<file path="src/rtl/ro_puf_pkg.sv">
// ro_puf_pkg: shared FSM state type and default parameters for the RO PUF evaluator
package ro_puf_pkg;
  typedef enum logic [1:0] {IDLE, SETTLE, COUNT, COMPARE} state_t;
  localparam int DEF_SEL_W = 5;
  localparam int DEF_CNT_W = 16;
  localparam int DEF_SETTLE_CYC = 8;
  localparam int DEF_WINDOW_CYC = 1024;
endpackage

</file>
<file path="src/rtl/ro_puf_eval_if.sv">
// ro_puf_eval_if: host/mux-array side signals of the RO PUF evaluator
interface ro_puf_eval_if import ro_puf_pkg::*; #(parameter int SEL_W = DEF_SEL_W);
  logic start;
  logic [2*SEL_W-1:0] challenge;
  logic [SEL_W-1:0] sel_a;
  logic [SEL_W-1:0] sel_b;
  logic ro_en;
  logic ro_a;
  logic ro_b;
  logic busy;
  logic valid;
  logic response;
  logic err;
  modport master (output start, challenge, ro_a, ro_b,
                  input sel_a, sel_b, ro_en, busy, valid, response, err);
  modport slave (input start, challenge, ro_a, ro_b,
                 output sel_a, sel_b, ro_en, busy, valid, response, err);
endinterface

</file>
<file path="src/rtl/ro_edge_counter.sv">
// ro_edge_counter: synchronizes an async RO output and counts its rising edges, saturating
module ro_edge_counter import ro_puf_pkg::*; #(parameter int CNT_W = DEF_CNT_W) (
  input  logic             clk,
  input  logic             rst_n,
  input  logic             ro,
  input  logic             clr,
  input  logic             cnt_en,
  output logic [CNT_W-1:0] cnt
);
  logic s1, s2, prev;
  always_ff @(posedge clk or negedge rst_n)
    if (!rst_n) begin
      s1 <= 1'b0;
      s2 <= 1'b0;
      prev <= 1'b0;
      cnt <= '0;
    end else begin
      s1 <= ro;
      s2 <= s1;
      prev <= s2;
      if (clr) cnt <= '0;
      else if (cnt_en && s2 && !prev && !(&cnt)) cnt <= cnt + 1'b1;
    end
endmodule

</file>
<file path="src/rtl/ro_puf_eval.sv">
// ro_puf_eval: drives RO mux selects from a challenge, compares edge counts over a window
module ro_puf_eval import ro_puf_pkg::*; #(
  parameter int SEL_W = DEF_SEL_W,
  parameter int CNT_W = DEF_CNT_W,
  parameter int SETTLE_CYC = DEF_SETTLE_CYC,
  parameter int WINDOW_CYC = DEF_WINDOW_CYC
) (
  input logic clk,
  input logic rst_n,
  ro_puf_eval_if.slave bus
);
  localparam int CYC_W = $clog2((WINDOW_CYC > SETTLE_CYC ? WINDOW_CYC : SETTLE_CYC) + 1);
  state_t state;
  logic [CYC_W-1:0] cyc;
  logic [CNT_W-1:0] cnt_a, cnt_b;
  logic clr, cnt_en, same_sel;
  assign same_sel = bus.challenge[SEL_W-1:0] == bus.challenge[2*SEL_W-1:SEL_W];
  assign clr = state == IDLE && bus.start;
  // one extra COUNT cycle with counting off lets the compare see the final counts
  assign cnt_en = state == COUNT && cyc != CYC_W'(WINDOW_CYC);
  ro_edge_counter #(.CNT_W(CNT_W)) u_cnt_a (.clk(clk), .rst_n(rst_n), .ro(bus.ro_a), .clr(clr), .cnt_en(cnt_en), .cnt(cnt_a));
  ro_edge_counter #(.CNT_W(CNT_W)) u_cnt_b (.clk(clk), .rst_n(rst_n), .ro(bus.ro_b), .clr(clr), .cnt_en(cnt_en), .cnt(cnt_b));
  always_ff @(posedge clk or negedge rst_n)
    if (!rst_n) begin
      state <= IDLE;
      cyc <= '0;
      bus.sel_a <= '0;
      bus.sel_b <= '0;
      bus.ro_en <= 1'b0;
      bus.busy <= 1'b0;
      bus.valid <= 1'b0;
      bus.response <= 1'b0;
      bus.err <= 1'b0;
    end else begin
      case (state)
        IDLE: if (bus.start) begin
          bus.sel_a <= bus.challenge[SEL_W-1:0];
          bus.sel_b <= bus.challenge[2*SEL_W-1:SEL_W];
          bus.busy <= 1'b1;
          cyc <= '0;
          state <= same_sel ? COMPARE : SETTLE;
          bus.ro_en <= !same_sel;
          if (same_sel) begin
            bus.valid <= 1'b1;
            bus.err <= 1'b1;
            bus.response <= 1'b0;
          end
        end
        SETTLE: begin
          cyc <= cyc == CYC_W'(SETTLE_CYC - 1) ? '0 : cyc + 1'b1;
          if (cyc == CYC_W'(SETTLE_CYC - 1)) state <= COUNT;
        end
        COUNT: begin
          cyc <= cyc + 1'b1;
          if (cyc == CYC_W'(WINDOW_CYC)) begin
            state <= COMPARE;
            bus.ro_en <= 1'b0;
            bus.valid <= 1'b1;
            bus.response <= cnt_a > cnt_b;
            bus.err <= 1'b0;
          end
        end
        default: begin
          state <= IDLE;
          bus.valid <= 1'b0;
          bus.busy <= 1'b0;
        end
      endcase
    end
endmodule

</file>
<file path="src/flat_wrapper.sv">
// flat-port wrapper written by rule: the top's interface ports become plain ports
module ro_puf_eval_flat import ro_puf_pkg::*;
#(
  parameter int SEL_W = DEF_SEL_W,
  parameter int CNT_W = DEF_CNT_W,
  parameter int SETTLE_CYC = DEF_SETTLE_CYC,
  parameter int WINDOW_CYC = DEF_WINDOW_CYC
)
  (clk, rst_n, bus_start, bus_challenge, bus_ro_a, bus_ro_b, bus_sel_a, bus_sel_b, bus_ro_en, bus_busy, bus_valid, bus_response, bus_err);
  ro_puf_eval_if #(.SEL_W(SEL_W)) bus_i ();
  input logic clk;
  input logic rst_n;
  input wire logic [$bits(bus_i.start)-1:0] bus_start;
  input wire logic [$bits(bus_i.challenge)-1:0] bus_challenge;
  input wire logic [$bits(bus_i.ro_a)-1:0] bus_ro_a;
  input wire logic [$bits(bus_i.ro_b)-1:0] bus_ro_b;
  output wire logic [$bits(bus_i.sel_a)-1:0] bus_sel_a;
  output wire logic [$bits(bus_i.sel_b)-1:0] bus_sel_b;
  output wire logic [$bits(bus_i.ro_en)-1:0] bus_ro_en;
  output wire logic [$bits(bus_i.busy)-1:0] bus_busy;
  output wire logic [$bits(bus_i.valid)-1:0] bus_valid;
  output wire logic [$bits(bus_i.response)-1:0] bus_response;
  output wire logic [$bits(bus_i.err)-1:0] bus_err;
  assign bus_i.start = bus_start;
  assign bus_i.challenge = bus_challenge;
  assign bus_i.ro_a = bus_ro_a;
  assign bus_i.ro_b = bus_ro_b;
  assign bus_sel_a = bus_i.sel_a;
  assign bus_sel_b = bus_i.sel_b;
  assign bus_ro_en = bus_i.ro_en;
  assign bus_busy = bus_i.busy;
  assign bus_valid = bus_i.valid;
  assign bus_response = bus_i.response;
  assign bus_err = bus_i.err;
  ro_puf_eval #(.SEL_W(SEL_W), .CNT_W(CNT_W), .SETTLE_CYC(SETTLE_CYC), .WINDOW_CYC(WINDOW_CYC)) u_core (.clk(clk), .rst_n(rst_n), .bus(bus_i));
endmodule
</file>
<file path="config.mk">
export PLATFORM = sky130hd
export DESIGN_NAME = ro_puf_eval_flat
export DESIGN_NICKNAME = d
export VERILOG_FILES = /design/src/rtl/ro_puf_pkg.sv /design/src/rtl/ro_puf_eval_if.sv /design/src/rtl/ro_edge_counter.sv /design/src/rtl/ro_puf_eval.sv /design/src/flat_wrapper.sv
export SDC_FILE = /design/constraint.sdc
export NUM_CORES = 1
export LEC_CHECK = 0
export CAP_MARGIN = 10
export CELL_PAD_IN_SITES_DETAIL_PLACEMENT = 0
export CELL_PAD_IN_SITES_GLOBAL_PLACEMENT = 1
export CORE_ASPECT_RATIO = 0.8
export CORE_MARGIN = 3
export CORE_UTILIZATION = 48
export CTS_CLUSTER_DIAMETER = 200
export DETAILED_ROUTE_END_ITERATION = 10
export GPL_TIMING_DRIVEN = 0
export PLACE_DENSITY = 0.89
export SLEW_MARGIN = 25
export SYNTH_ARGS = -nofsm -noshare
export SYNTH_HDL_FRONTEND = slang
export SYNTH_SLANG_ARGS = --single-unit
</file>
<file path="constraint.sdc">
create_clock -name clk -period 3.76 [get_ports clk]
set_clock_uncertainty 0.05 [all_clocks]
set_input_delay 0.376 -clock clk [delete_from_list [all_inputs] [get_ports clk]]
set_output_delay 0.376 -clock clk [all_outputs]
set_load 0.005 [all_outputs]
</file>
Word-level counts from Yosys, hierarchy flattened
Cells that the tools add are included.

$add $sub $neg: 3. Magnitude comparators: 1. Equal/unequal tests: 10. Muxes and demuxes: 26. Bitwise gates (word level): 2. Reductions and logical operators: 28.

Operator list (number): $mux 16 (4); $pmux 11 s3 (1); $add 16x1->16 const B (2); $reduce_and 16->1 (2); $mux 11 (2); $gt 16x16->1 (1); $add 11x1->11 const B (1); $eq 11x11->1 const B (1); $eq 11x3->1 const B (1); $ne 11x11->1 const B (1); $mux 1 (9); $logic_and 1x1->1 (8); $mux 2 (4); $pmux 1 s2 (4); $reduce_and 4->1 (2); $pmux 2 s3 (1); $reduce_and 2->1 (3); $reduce_and 3->1 (2); $reduce_bool 2->1 (3); $eq 5x5->1 (1); $logic_not 1->1 (5); $ne 2x1->1 const B (2); $ne 2x2->1 const B (2); $pmux 1 s3 (1); other kinds (6) (7).

Register bits: 66. Input port bits: 15. Output and inout bits: 15. Logic and storage cells: 87.

Logic depth before layout (Yosys ltp)
Gate-level depths: netlist of the first run.

Depth after elaboration: 7. Gate-level depth with buffers: 9. Depth with buffers taken out: 7.

Modules after synthesis
A second synthesis of the first run with hierarchy kept.

Cells, all modules: 405. Area total of the unflattened synthesis: 3982.6 sq um.

Modules (own cells, without submodules): ro_edge_counter (instances 2, cells an instance 106, area an instance 1051.0 sq um, sequential area each 475.5 sq um); ro_puf_eval (instances 1, cells an instance 193, area an instance 1880.6 sq um, sequential area each 700.7 sq um).

Least setup slack after synthesis of the first run
No wires, ideal clock.

Path type: register to register. Start: register u_core.cyc[0]. End: register u_core.u_cnt_b.cnt[14]. Setup time: 127 ps. Arrival: 2111 ps. Data required time: 3583 ps. Slack: 1472 ps. Cell stages (with the launch flop): 8. Buffers on the path: 0. Cell sequence: dfrtp_1 -> inv_1 -> ha_1 -> and3b_1 -> a311oi_4 -> o21ai_2 -> or4_1 -> mux2_1.

Word-level cells in the longest chain between the ends: 6.

Ends and longest elaborated chain: start, declared (RTL line ro_puf_eval.sv:14) `logic [CYC_W-1:0] cyc;`; start signal, assigned (RTL line ro_puf_eval.sv:50) `cyc <= cyc == CYC_W'(SETTLE_CYC - 1) ? '0 : cyc + 1'b1;`; start signal, assigned (RTL line ro_puf_eval.sv:54) `cyc <= cyc + 1'b1;`; $ne 11x11->1 (RTL line ro_puf_eval.sv:20) `assign cnt_en = state == COUNT && cyc != CYC_W'(WINDOW_CYC);`; $logic_and 1x1->1 (RTL line ro_puf_eval.sv:20); $logic_and 1x1->1 (3 in a row) (RTL line ro_edge_counter.sv:22) `else if (cnt_en && s2 && !prev && !(&cnt)) cnt <= cnt + 1'b1;`; $reduce_bool 2->1 (no line); end signal, assigned (RTL line ro_edge_counter.sv:22); end, declared (RTL line ro_edge_counter.sv:8) `output logic [CNT_W-1:0] cnt`.

Every way passes these cells. A chain may end at the register's enable or synchronous reset.

Final worst setup path of the first run
Start: register u_core.cyc[4]. End: register u_core.cyc[10].

Word-level cells in the longest chain between the ends: 3. Elaborated cells on any way between the ends: 4. Those cells by class: add/sub (1); eq/ne (1); mux (2).

Ends and longest elaborated chain: $add 11x1->11 or $eq 11x3->1 (tied branches) (RTL line ro_puf_eval.sv:50, ro_puf_eval.sv:54); $mux 11 (RTL line ro_puf_eval.sv:50); $pmux 11 s3 (*) (RTL line ro_puf_eval.sv:35) `case (state)`.

Mark *: on every way between the ends. The rest lies on a longest branch, timed or not.

==> results of run 1 <==
logic make-up (layout without fill, tap and decap cells):
family | count (synthesis) | after routing | share of synthesized area, %
AOI/OAI and AO/OA | 90 | 90 | 15.6
xor gates and xnor gates | 18 | 18 | 4.29
adders and majority gates | 24 | 24 | 8.18
buffers and inverters | 36 | 83 | 3.75
DFF | 66 | 66 | 45.0
muxes | 2 | 2 | 0.579
and+or+nand+nor | 169 | 169 | 22.6
per-layer routing:
layer  part of all wire, %  wire length [um]
met1                    50              4360
met2                    43              3780
met3                   6.2               540
met4                  0.62                54
met5                     0                 0
report_power, final:
group / total (uW) / switching, uW / internal, uW
combinational: 42.8 / 23.4 / 19.3
sequential: 714 / 1.10 / 713
clock: 682 / 290 / 392
total: 1440 / 315 / 1120
final timing paths:
kind	start	to	slack [ns]	cells after the start
max reg2reg	u_core.cyc[4]$_DFFE_PN0P_	u_core.cyc[10]$_DFFE_PN0P_	0.92	6
min reg2reg	u_core.u_cnt_b.s1$_DFF_PN0_	u_core.u_cnt_b.s2$_DFF_PN0_	0.30	0
max	u_core.cyc[4]$_DFFE_PN0P_	u_core.cyc[10]$_DFFE_PN0P_	0.92	6
max in group asynchronous	rst_n	u_core.bus.sel_a[1]$_DFFE_PN0P_	2.71	3
min in group asynchronous	rst_n	u_core.u_cnt_b.cnt[5]$_DFFE_PN0P_	0.42	2
min	u_core.u_cnt_b.s1$_DFF_PN0_	u_core.u_cnt_b.s2$_DFF_PN0_	0.30	0
through the flow:
stage                     cells  TNS (ns)  power, uW  hold WS (ns)  area (um^2)
after detailed placement    536         0        771         0.253         4110
after global placement      535     -2.78        767         0.282         4090
final                       553         0       1440         0.301         4350
after floorplan             405         0        733        0.0304         3670
after CTS                   553         0       1460         0.302         4350
after global routing        553         0       1490         0.311         4350
cell type report:
type                            count  share of cell area (%)
Clock buffer                       10                    3.16
Tap cell                          101                    2.90
Inverter                           25                    2.16
Timing Repair Buffer               31                    7.48
Buffer                             11                    1.01
Clock inverter                      6                    2.07
Multi-Input combinational cell    303                    43.3
Sequential cell                    66                    38.0
state kept, by name, summed over array words and instances (netlist names):
signal and count:
u_core.u_cnt_b.s1 1, u_core.u_cnt_b.s2 1, u_core.bus.valid 1, u_core.u_cnt_b.prev 1, u_core.state 2, u_core.u_cnt_a.prev 1
u_core.bus.sel_b 5, u_core.u_cnt_a.cnt 16, u_core.bus.ro_en 1, u_core.bus.sel_a 5, u_core.u_cnt_a.s2 1, u_core.bus.response 1
u_core.cyc 11, u_core.bus.busy 1, u_core.u_cnt_a.s1 1, u_core.u_cnt_b.cnt 16, u_core.bus.err 1
Yosys cell counts (all sizes together) (2+ instances only):
cell	number	area, um^2
or4	8	60.1
buf	3	13.8
nor3	7	35.0
or2	2	12.5
nand2b	3	18.8
nand3	20	100
and4	2	17.5
clkbuf	8	30.0
nor2b	2	12.5
dfrtp	66	1650
and3b	2	17.5
a21oi	34	170
a21o	2	15.0
and2	4	25.0
xor2	12	105
o22ai	2	12.5
o21ai	20	104
nor2	25	93.8
nor4	2	12.5
ha	24	300
xnor2	6	52.6
or3	15	93.8
nand2	61	229
o31ai	8	60.1
nand4	10	62.6
o211ai	7	57.6
a31oi	6	37.5
and3	5	31.3
a31o	2	17.5
inv	25	93.8
placed cells by master, fill, tap and decap left out, types with 7 or more instances in the layout:
master,instances
dfrtp_1,66
nand2_1,61
a21oi_1,34
clkdlybuf4s50_1,28
inv_1,25
nor2_1,25
ha_1,24
nand3_1,20
o21ai_0,19
or3_1,15
xor2_1,12
nand4_1,10
clkbuf_8,10
clkbuf_1,8
o31ai_1,8
or4_1,8
nor3_1,7
critical path: cells and delay by family (launching register included):
family | cells | cell delay [ns]
buf+inv | 1 | 0.28
simple gates | 3 | 1.14
flops | 1 | 0.44
compound gates | 2 | 0.81
==> flow_summary.yaml, run 1 <==
power_and_ir_drop:
  leakagePower_uw: 0.00202
  p_per_area_nw_per_um2: 331
  max-vdd-ir-drop_v: 0.000223
placed_design:
  io_buffers: 29
  pre_cts_ws_ns: 0.992
  place_congestion: 0.846
  dp.final_hpwl_um: 6520
routing:
  firstDrtPassIters: 4
  via_per_inst: 5.65
  antenna_left: 0
  drtIter0Drc: 165
  wire_per_inst_um: 15.8
  routed-via-count: 3125
  drt_wl_total_um: 8740
  drcViolationCount: 0
cells_and_area:
  antenna_cells: 0
  register_area_um2: 1650
  fill_cells: 669
  multiInputGateArea_um2: 1880
  nets: 486
  drive_gt1_share_pct: 5.97
  syn_to_final_growth_pct: 18.5
  finish.utilization_pct: 60.8
clock_tree:
  cts_tree: "yes"
  cts_resized: 0
  post-cts-setup-buffers: 0
  cts_sinks: 66
  insertion_delay_ns: 0.35
  htreeDepth: 3
  holdBufCountCts: 1
  clockBufferDepth: 2
  clockRootBuffer: "clkbuf_8"
  cts_buffers: 9
  clk_pin_slew_worst_paths_ns: 0.08
sta:
  hold_viol: 0
  setup_viol: 0
  worst_slack_ns: 0.919
  rsz0062_at_grt: "false"
  slew_viol_final: 0
  worstMarginPinSlew_ns: 0.911
  fin_crit_ns: 2.84
  min_period_over_period_pct: 75.6
  slew_headroom_pct: 38.7
  clock.fmax_mhz: 352
floorplanning:
  initial_core_util_pct: 51.3
  die-area_um2: 8740
  die_y_um: 84.2
  num_io_pins: 30
  rows: 27
  core_area_um2: 7160
  dieWidth_um: 104
worst_setup_path:
  path_cells: "nor4_1 > a31oi_1 > o21ai_0 > and2_1 > clkbuf_1 > nor2_1"
  critical-path-max-stage-delay_ns: 0.81
  crit_path_max_fanout: 7
  end_kind: "flop"
  crit_slowest_cell: "nor4_1"
  start_kind: "flop"
  worstPathRequired_ns: 3.93
  cp.arrival_ns: 3.02
  crit_type: "flop to flop"
global_routing:
  grt_overflow: 0
  use_met1_pct: 30.0
  grt_use_met2_pct: 30.9
  grt_util_met3_pct: 5.61
  globalRoute.busiestLayer: "met2"
  antenna_found_initial: 0
  grt_pass1_wl_um: 14700
  grt_pass1_vias: 2978
  track_usage_pct: 20.8
  grt_max_degree: 45
yosys:
  syn_area_um2: 3670
  yosysSeqAreaShare_pct: 45.0
  ys_ff_latch: 66
  syn_nets: 444
  synth-async-reset-ratio_pct: 100
  synth_edf_count: 0
  synth-main-ff-cell: "dfrtp_1"
  synth_warnings: 0
  synth.distinct_cells: 46
  syn_avg_cell_area_um2: 9.07
  syn-instance-count: 405
run:
  cap_violations: 0
outcome:
  status: "completed"
hold_path:
  hold_class: "flop to flop"
Power figures use the tool's default switching activity.
==> run 2, diff against run 1 <==
--- a/config.mk
+++ b/config.mk
@@ -10,11 +10,11 @@
 export CELL_PAD_IN_SITES_GLOBAL_PLACEMENT = 1
 export CORE_ASPECT_RATIO = 0.8
 export CORE_MARGIN = 3
-export CORE_UTILIZATION = 48
+export CORE_UTILIZATION = 45
 export CTS_CLUSTER_DIAMETER = 200
 export DETAILED_ROUTE_END_ITERATION = 10
 export GPL_TIMING_DRIVEN = 0
-export PLACE_DENSITY = 0.89
+export PLACE_DENSITY = 0.84
 export SLEW_MARGIN = 25
 export SYNTH_ARGS = -nofsm -noshare
 export SYNTH_HDL_FRONTEND = slang
==> constraint.sdc (replaced) <==
create_clock -name clk -period 2.82 [get_ports clk]
set_clock_uncertainty 0.05 [all_clocks]
set_input_delay 0.282 -clock clk [delete_from_list [all_inputs] [get_ports clk]]
set_output_delay 0.282 -clock clk [all_outputs]
set_load 0.005 [all_outputs]
==> run 2 against run 1 <==
- setup slack got worse by 0.70 ns
- sequential power rose by 33%
- maximum frequency rose by 9.4%
- via count did not move
- register-to-register slack got worse by 0.70 ns
- sequential share of layout area barely moved
- wire length rose by 0.92%
- final cell count rose by 0.72%
- largest power group unchanged
==> flow_summary.yaml, run 2 (synthesis results as in run 1) <==
clock_tree:
  htreeDepth: 3
  post-cts-setup-buffers: 0
  clockRootBuffer: "clkbuf_8"
  cts_tree: "yes"
  cts_sinks: 66
  insertion_delay_ns: 0.34
  cts_buffers: 9
  clk_pin_slew_worst_paths_ns: 0.08
  clockBufferDepth: 2
placed_design:
  place_congestion: 0.840
  place_area_um2: 4120
  dp.final_hpwl_um: 6510
  dp_cells: 540
  pre_cts_ws_ns: 0.0186
  io_buffers: 29
cells_and_area:
  stdcell_count: 557
  fill_cells: 710
  multiInputGateArea_um2: 1890
  register_area_um2: 1650
  top_regs: "u_core.u_cnt_a.cnt (16), u_core.u_cnt_b.cnt (16), u_core.cyc (11)"
  finalInstanceArea_um2: 4350
  drive_gt1_share_pct: 5.97
  syn_to_final_growth_pct: 18.6
  final_common_cell: "dfrtp_1"
  nets: 486
  mostFrequentLayoutCells: "dfrtp_1, nand2_1, a21oi_1, clkdlybuf4s50_1"
  antenna_cells: 0
worst_setup_path:
  crit_type: "flop to flop"
  crit_path_max_fanout: 10
  reg2reg_from: "u_core.cyc[0]$_DFFE_PN0P_"
  worstPathRequired_ns: 2.99
  critical-path-max-stage-delay_ns: 0.49
  end_kind: "flop"
  start_kind: "flop"
  path_cells: "inv_1 > ha_1 > and3b_1 > a311oi_4 > o21ai_2 > or4_1 > mux2_1"
  cp.arrival_ns: 2.77
  crit_buf_inv: 1
  crit_family: "compound AO/OA/AOI/OAI gates"
  crit_slowest_cell: "a311oi_4"
  crit_start: "u_core.cyc[0]$_DFFE_PN0P_"
sta:
  slew_viol_final: 0
  rsz0062_at_grt: "false"
  slew_headroom_pct: 52.0
  min_period_over_period_pct: 92.1
  setup_viol: 0
  worst_slack_ns: 0.222
  hold_viol: 0
  fin_crit_ns: 2.60
  clock.fmax_mhz: 385
  timing.hold.ws_ns: 0.302
  worstMarginPinSlew_ns: 0.716
power_and_ir_drop:
  p_per_area_nw_per_um2: 438
  leakagePower_uw: 0.00202
  finalPower_uw: 1910
  max-vdd-ir-drop_v: 0.000323
routing:
  via_per_inst: 5.61
  drtIter0Drc: 206
  drt_wl_total_um: 8820
  antenna_left: 0
  firstDrtPassIters: 4
  routed-via-count: 3125
  wire_per_inst_um: 15.8
  drcViolationCount: 0
floorplanning:
  core_area_um2: 7670
  rows: 28
  die_y_um: 86.8
  die-area_um2: 9290
  num_io_pins: 30
  initial_core_util_pct: 47.9
  dieWidth_um: 107
hold_path:
  hold_path.startpoint: "u_core.u_cnt_a.s1$_DFF_PN0_"
  hold_class: "flop to flop"
global_routing:
  grt_pass1_wl_um: 14800
  grt_max_degree: 44
  track_usage_pct: 20.5
  grt_pass1_vias: 2990
  antenna_found_initial: 0
  grt_overflow: 0
run:
  cap_violations: 0
outcome:
  status: "completed"
[run 2: final timing paths]
| path | end | slack, ns | cells past startpoint |
|---|---|---|---|
| min reg2reg | u_core.u_cnt_a.s2$_DFF_PN0_ | 0.30 | 0 |
| max | u_core.u_cnt_b.cnt[14]$_DFFE_PN0P_ | 0.22 | 7 |
| max reg2reg | u_core.u_cnt_b.cnt[14]$_DFFE_PN0P_ | 0.22 | 7 |
| min | u_core.u_cnt_a.s2$_DFF_PN0_ | 0.30 | 0 |
| max in group asynchronous | u_core.bus.sel_b[1]$_DFFE_PN0P_ | 1.87 | 3 |
| min in group asynchronous | u_core.u_cnt_b.cnt[5]$_DFFE_PN0P_ | 0.33 | 2 |
[run 2: worst reg2reg max path, stage by stage (launching register included)]
cell      delay, ns
dfrtp_1        0.40
inv_1          0.07
ha_1           0.21
and3b_1        0.22
a311oi_4       0.49
o21ai_2        0.24
or4_1          0.46
mux2_1         0.33
[run 2: per-stage QoR]
step           util, %  setup TNS (ns)
6_report          56.8               0
4_1_cts           56.7               0
5_1_grt           56.8               0
2_1_floorplan        -               0
3_3_place_gp      53.4          -60.43
3_5_place_dp      53.7               0
[run 2: power breakdown]
part | leakage [uW] | switching (uW) | internal (uW)
combinational | 0.00117 | 30.6 | 25.8
clock | 0.000109 | 381 | 520
sequential | 0.000737 | 1.41 | 950
[run 2: final cells by class]
cell class	instances	share of cell area [%]
buffer	11	1.01
clock buffer	11	3.25
clock inverter	5	1.78
inverter	25	2.16
multi-input combinational	303	43.4
sequential	66	37.9
tap	105	3.02
timing repair buffer	31	7.47
[run 2: what timing repair did]
action | 4_1_cts | 5_1_grt
hold buffers | 1 | 0
setup endpoints to repair | 0 | 21
endpoints found under the hold margin | 23 | 0
gates resized for setup | 0 | 1
[run 2: metal layers]
layer	share of wire, %	global-route usage (%)	vias up	routed length [um]
met3	6.0	5.06	9	528
li1	-	-	1540	-
met2	42	30.5	94	3730
met5	0	0	-	0
met4	1.2	6.62	0	104
met1	50	29.6	1482	4450
==> run 3, diff against run 2 <==
--- a/config.mk
+++ b/config.mk
@@ -10,11 +10,12 @@
 export CELL_PAD_IN_SITES_GLOBAL_PLACEMENT = 1
 export CORE_ASPECT_RATIO = 0.8
 export CORE_MARGIN = 3
-export CORE_UTILIZATION = 45
+export CORE_UTILIZATION = 25
 export CTS_CLUSTER_DIAMETER = 200
+export CTS_CLUSTER_SIZE = 10
 export DETAILED_ROUTE_END_ITERATION = 10
 export GPL_TIMING_DRIVEN = 0
-export PLACE_DENSITY = 0.84
+export PLACE_DENSITY = 0.54
 export SLEW_MARGIN = 25
 export SYNTH_ARGS = -nofsm -noshare
 export SYNTH_HDL_FRONTEND = slang
==> run 3 against run 2 <==
- critical path depth up 1
- maximum frequency up 3.3%
- non-clock buffer count increased by 2
- critical path type unchanged
- largest cell class unchanged
- highest routed layer unchanged
==> flow_summary.yaml, run 3 (synthesis results as in run 1) <==
outcome:
  status: "completed"
cells_and_area:
  drive_gt1_share_pct: 6.39
  mostFrequentLayoutCells: "dfrtp_1, nand2_1, a21oi_1, clkdlybuf4s50_1"
  top_regs: "u_core.u_cnt_a.cnt (16), u_core.u_cnt_b.cnt (16), u_core.cyc (11)"
  register_area_um2: 1650
  multiInputGateArea_um2: 1890
  final_common_cell: "dfrtp_1"
  antenna_cells: 0
  syn_to_final_growth_pct: 24.6
  nets: 488
  fill_cells: 1500
  finish.utilization_pct: 32.7
  stdcell_count: 634
power_and_ir_drop:
  p_sw_uw: 455
  max-vdd-ir-drop_v: 0.000225
  finalPower_uw: 2260
  comb_power_share_pct: 2.5
  clockPowerShare_pct: 55.2
  seqPwrFrac_pct: 42.3
  p_per_area_nw_per_um2: 493
  leakagePower_uw: 0.00208
  switching_share_pct: 20.2
  intPower_uw: 1800
run:
  cap_violations: 0
floorplanning:
  initial_core_util_pct: 26.3
  num_io_pins: 30
  dieWidth_um: 142
  rows: 38
  die-area_um2: 16200
  core_area_um2: 14000
  die_y_um: 114
placed_design:
  dp_cells: 615
  dp.final_hpwl_um: 6990
  pre_cts_ws_ns: -0.00735
  io_buffers: 29
  place_congestion: 0.773
clock_tree:
  cts_tree: "yes"
  htreeDepth: 3
  cts_buffers: 9
  clk_pin_slew_worst_paths_ns: 0.06
  clockRootBuffer: "clkbuf_16"
  cts_sinks: 66
  insertion_delay_ns: 0.34
  clockBufferDepth: 2
routing:
  firstDrtPassIters: 4
  wire_per_inst_um: 15.0
  drcViolationCount: 0
  antenna_left: 0
  routed-via-count: 3075
  via_per_inst: 4.85
  drtIter0Drc: 129
  drt_wl_total_um: 9530
hold_path:
  hold_path.startpoint: "u_core.u_cnt_b.s1$_DFF_PN0_"
  holdPathEnd: "u_core.u_cnt_b.s2$_DFF_PN0_"
  min_path_cells: 0
  hold_class: "flop to flop"
worst_setup_path:
  worstPathRequired_ns: 2.99
  reg2reg_from: "u_core.cyc[0]$_DFFE_PN0P_"
  path_cells: "inv_1 > ha_1 > and3b_1 > a311oi_4 > buf_4 > o21ai_2 > or4_1 > mux2_1"
  reg2reg_depth: 8
  crit_path_max_fanout: 10
  rrSetupSlack_ns: 0.31
  critical-path-max-stage-delay_ns: 0.48
  end_kind: "flop"
  cp.arrival_ns: 2.68
  reg2reg_to: "u_core.u_cnt_b.cnt[14]$_DFFE_PN0P_"
  start_kind: "flop"
  crit_slowest_cell: "or4_1"
  crit_type: "flop to flop"
global_routing:
  grt_max_degree: 45
  track_usage_pct: 12.7
  grt_pass1_vias: 2995
  grt_overflow: 0
  grt_pass1_wl_um: 16000
  antenna_found_initial: 0
sta:
  slew_viol_final: 0
  min_period_over_period_pct: 89.2
  worstMarginPinSlew_ns: 0.655
  fin_setup_tns_ns: 0
  slew_headroom_pct: 56.1
  worst_slack_ns: 0.305
  hold_viol: 0
  fin_crit_ns: 2.51
  setup_viol: 0
  rsz0062_at_grt: "false"
  clock.fmax_mhz: 398
## run 3: timing repair
action | CTS | global route
gates resized for setup | 1 | 0
setup endpoints to repair | 7 | 1
buffers inserted | 0 | 2
pin swaps | 0 | 1
endpoints found under the hold margin | 22 | 0
hold buffers | 1 | 0
## run 3: worst max-delay path, delay by kind of cell (launching register included)
kind / cells / cell delay (ns)
simple gates: 2 / 0.70
compound gates: 2 / 0.41
flops: 1 / 0.40
mux: 1 / 0.33
buf+inv: 2 / 0.28
fa+ha+maj: 1 / 0.20
## run 3: cell type report
type | instances | area share (%)
clock buffers | 12 | 5.61
clock inverters | 4 | 1.61
multi-input cells | 303 | 41.3
flip-flops and latches | 66 | 36.1
inverters | 25 | 2.05
plain buffers | 11 | 0.957
well taps | 180 | 4.92
repair buffers | 33 | 7.44
## run 3: through the flow
step / cell area, um^2 / hold slack [ns]
global placement: 4190 / 0.311
finish: 4570 / 0.311
floorplan: 3670 / -0.0636
CTS: 4560 / 0.311
global route: 4570 / 0.310
detailed placement: 4210 / 0.166
## run 3: routing by layer
| layer | wire (um) | track usage, % | vias up | part of all wire [%] |
|---|---|---|---|---|
| li1 | - | - | 1537 | - |
| met1 | 5000 | 18.1 | 1464 | 52 |
| met2 | 3990 | 18.1 | 66 | 42 |
| met3 | 436 | 4.76 | 8 | 4.6 |
| met4 | 112 | 3.26 | 0 | 1.2 |
| met5 | 0 | 0 | - | 0 |
## run 3: worst max-delay path by stage
stage                                     start                                 end  slack (ns)  cells after the start
floorplan             u_core.cyc[0]$_DFFE_PN0P_  u_core.u_cnt_b.cnt[14]$_DFFE_PN0P_        0.53                      7
global placement                          rst_n           u_core.cyc[2]$_DFFE_PN0P_       -1.10                      1
detailed placement    u_core.cyc[4]$_DFFE_PN0P_  u_core.u_cnt_a.cnt[15]$_DFFE_PN0P_      -0.007                      6
CTS                   u_core.cyc[0]$_DFFE_PN0P_  u_core.u_cnt_b.cnt[14]$_DFFE_PN0P_        0.09                      7
global route        u_core.state[0]$_DFFE_PN0P_   u_core.u_cnt_a.cnt[7]$_DFFE_PN0P_        0.02                      9
finish                u_core.cyc[0]$_DFFE_PN0P_  u_core.u_cnt_b.cnt[14]$_DFFE_PN0P_        0.31                      8
## run 3: power by group through the flow
stage               Clock, uW  Combinational (uW)  Sequential [uW]
global route             1340                65.1              953
detailed placement          0                58.7              970
floorplan                   0                7.74              970
finish                   1240                57.0              953
CTS                      1290                60.1              953
global placement            0                54.4              971
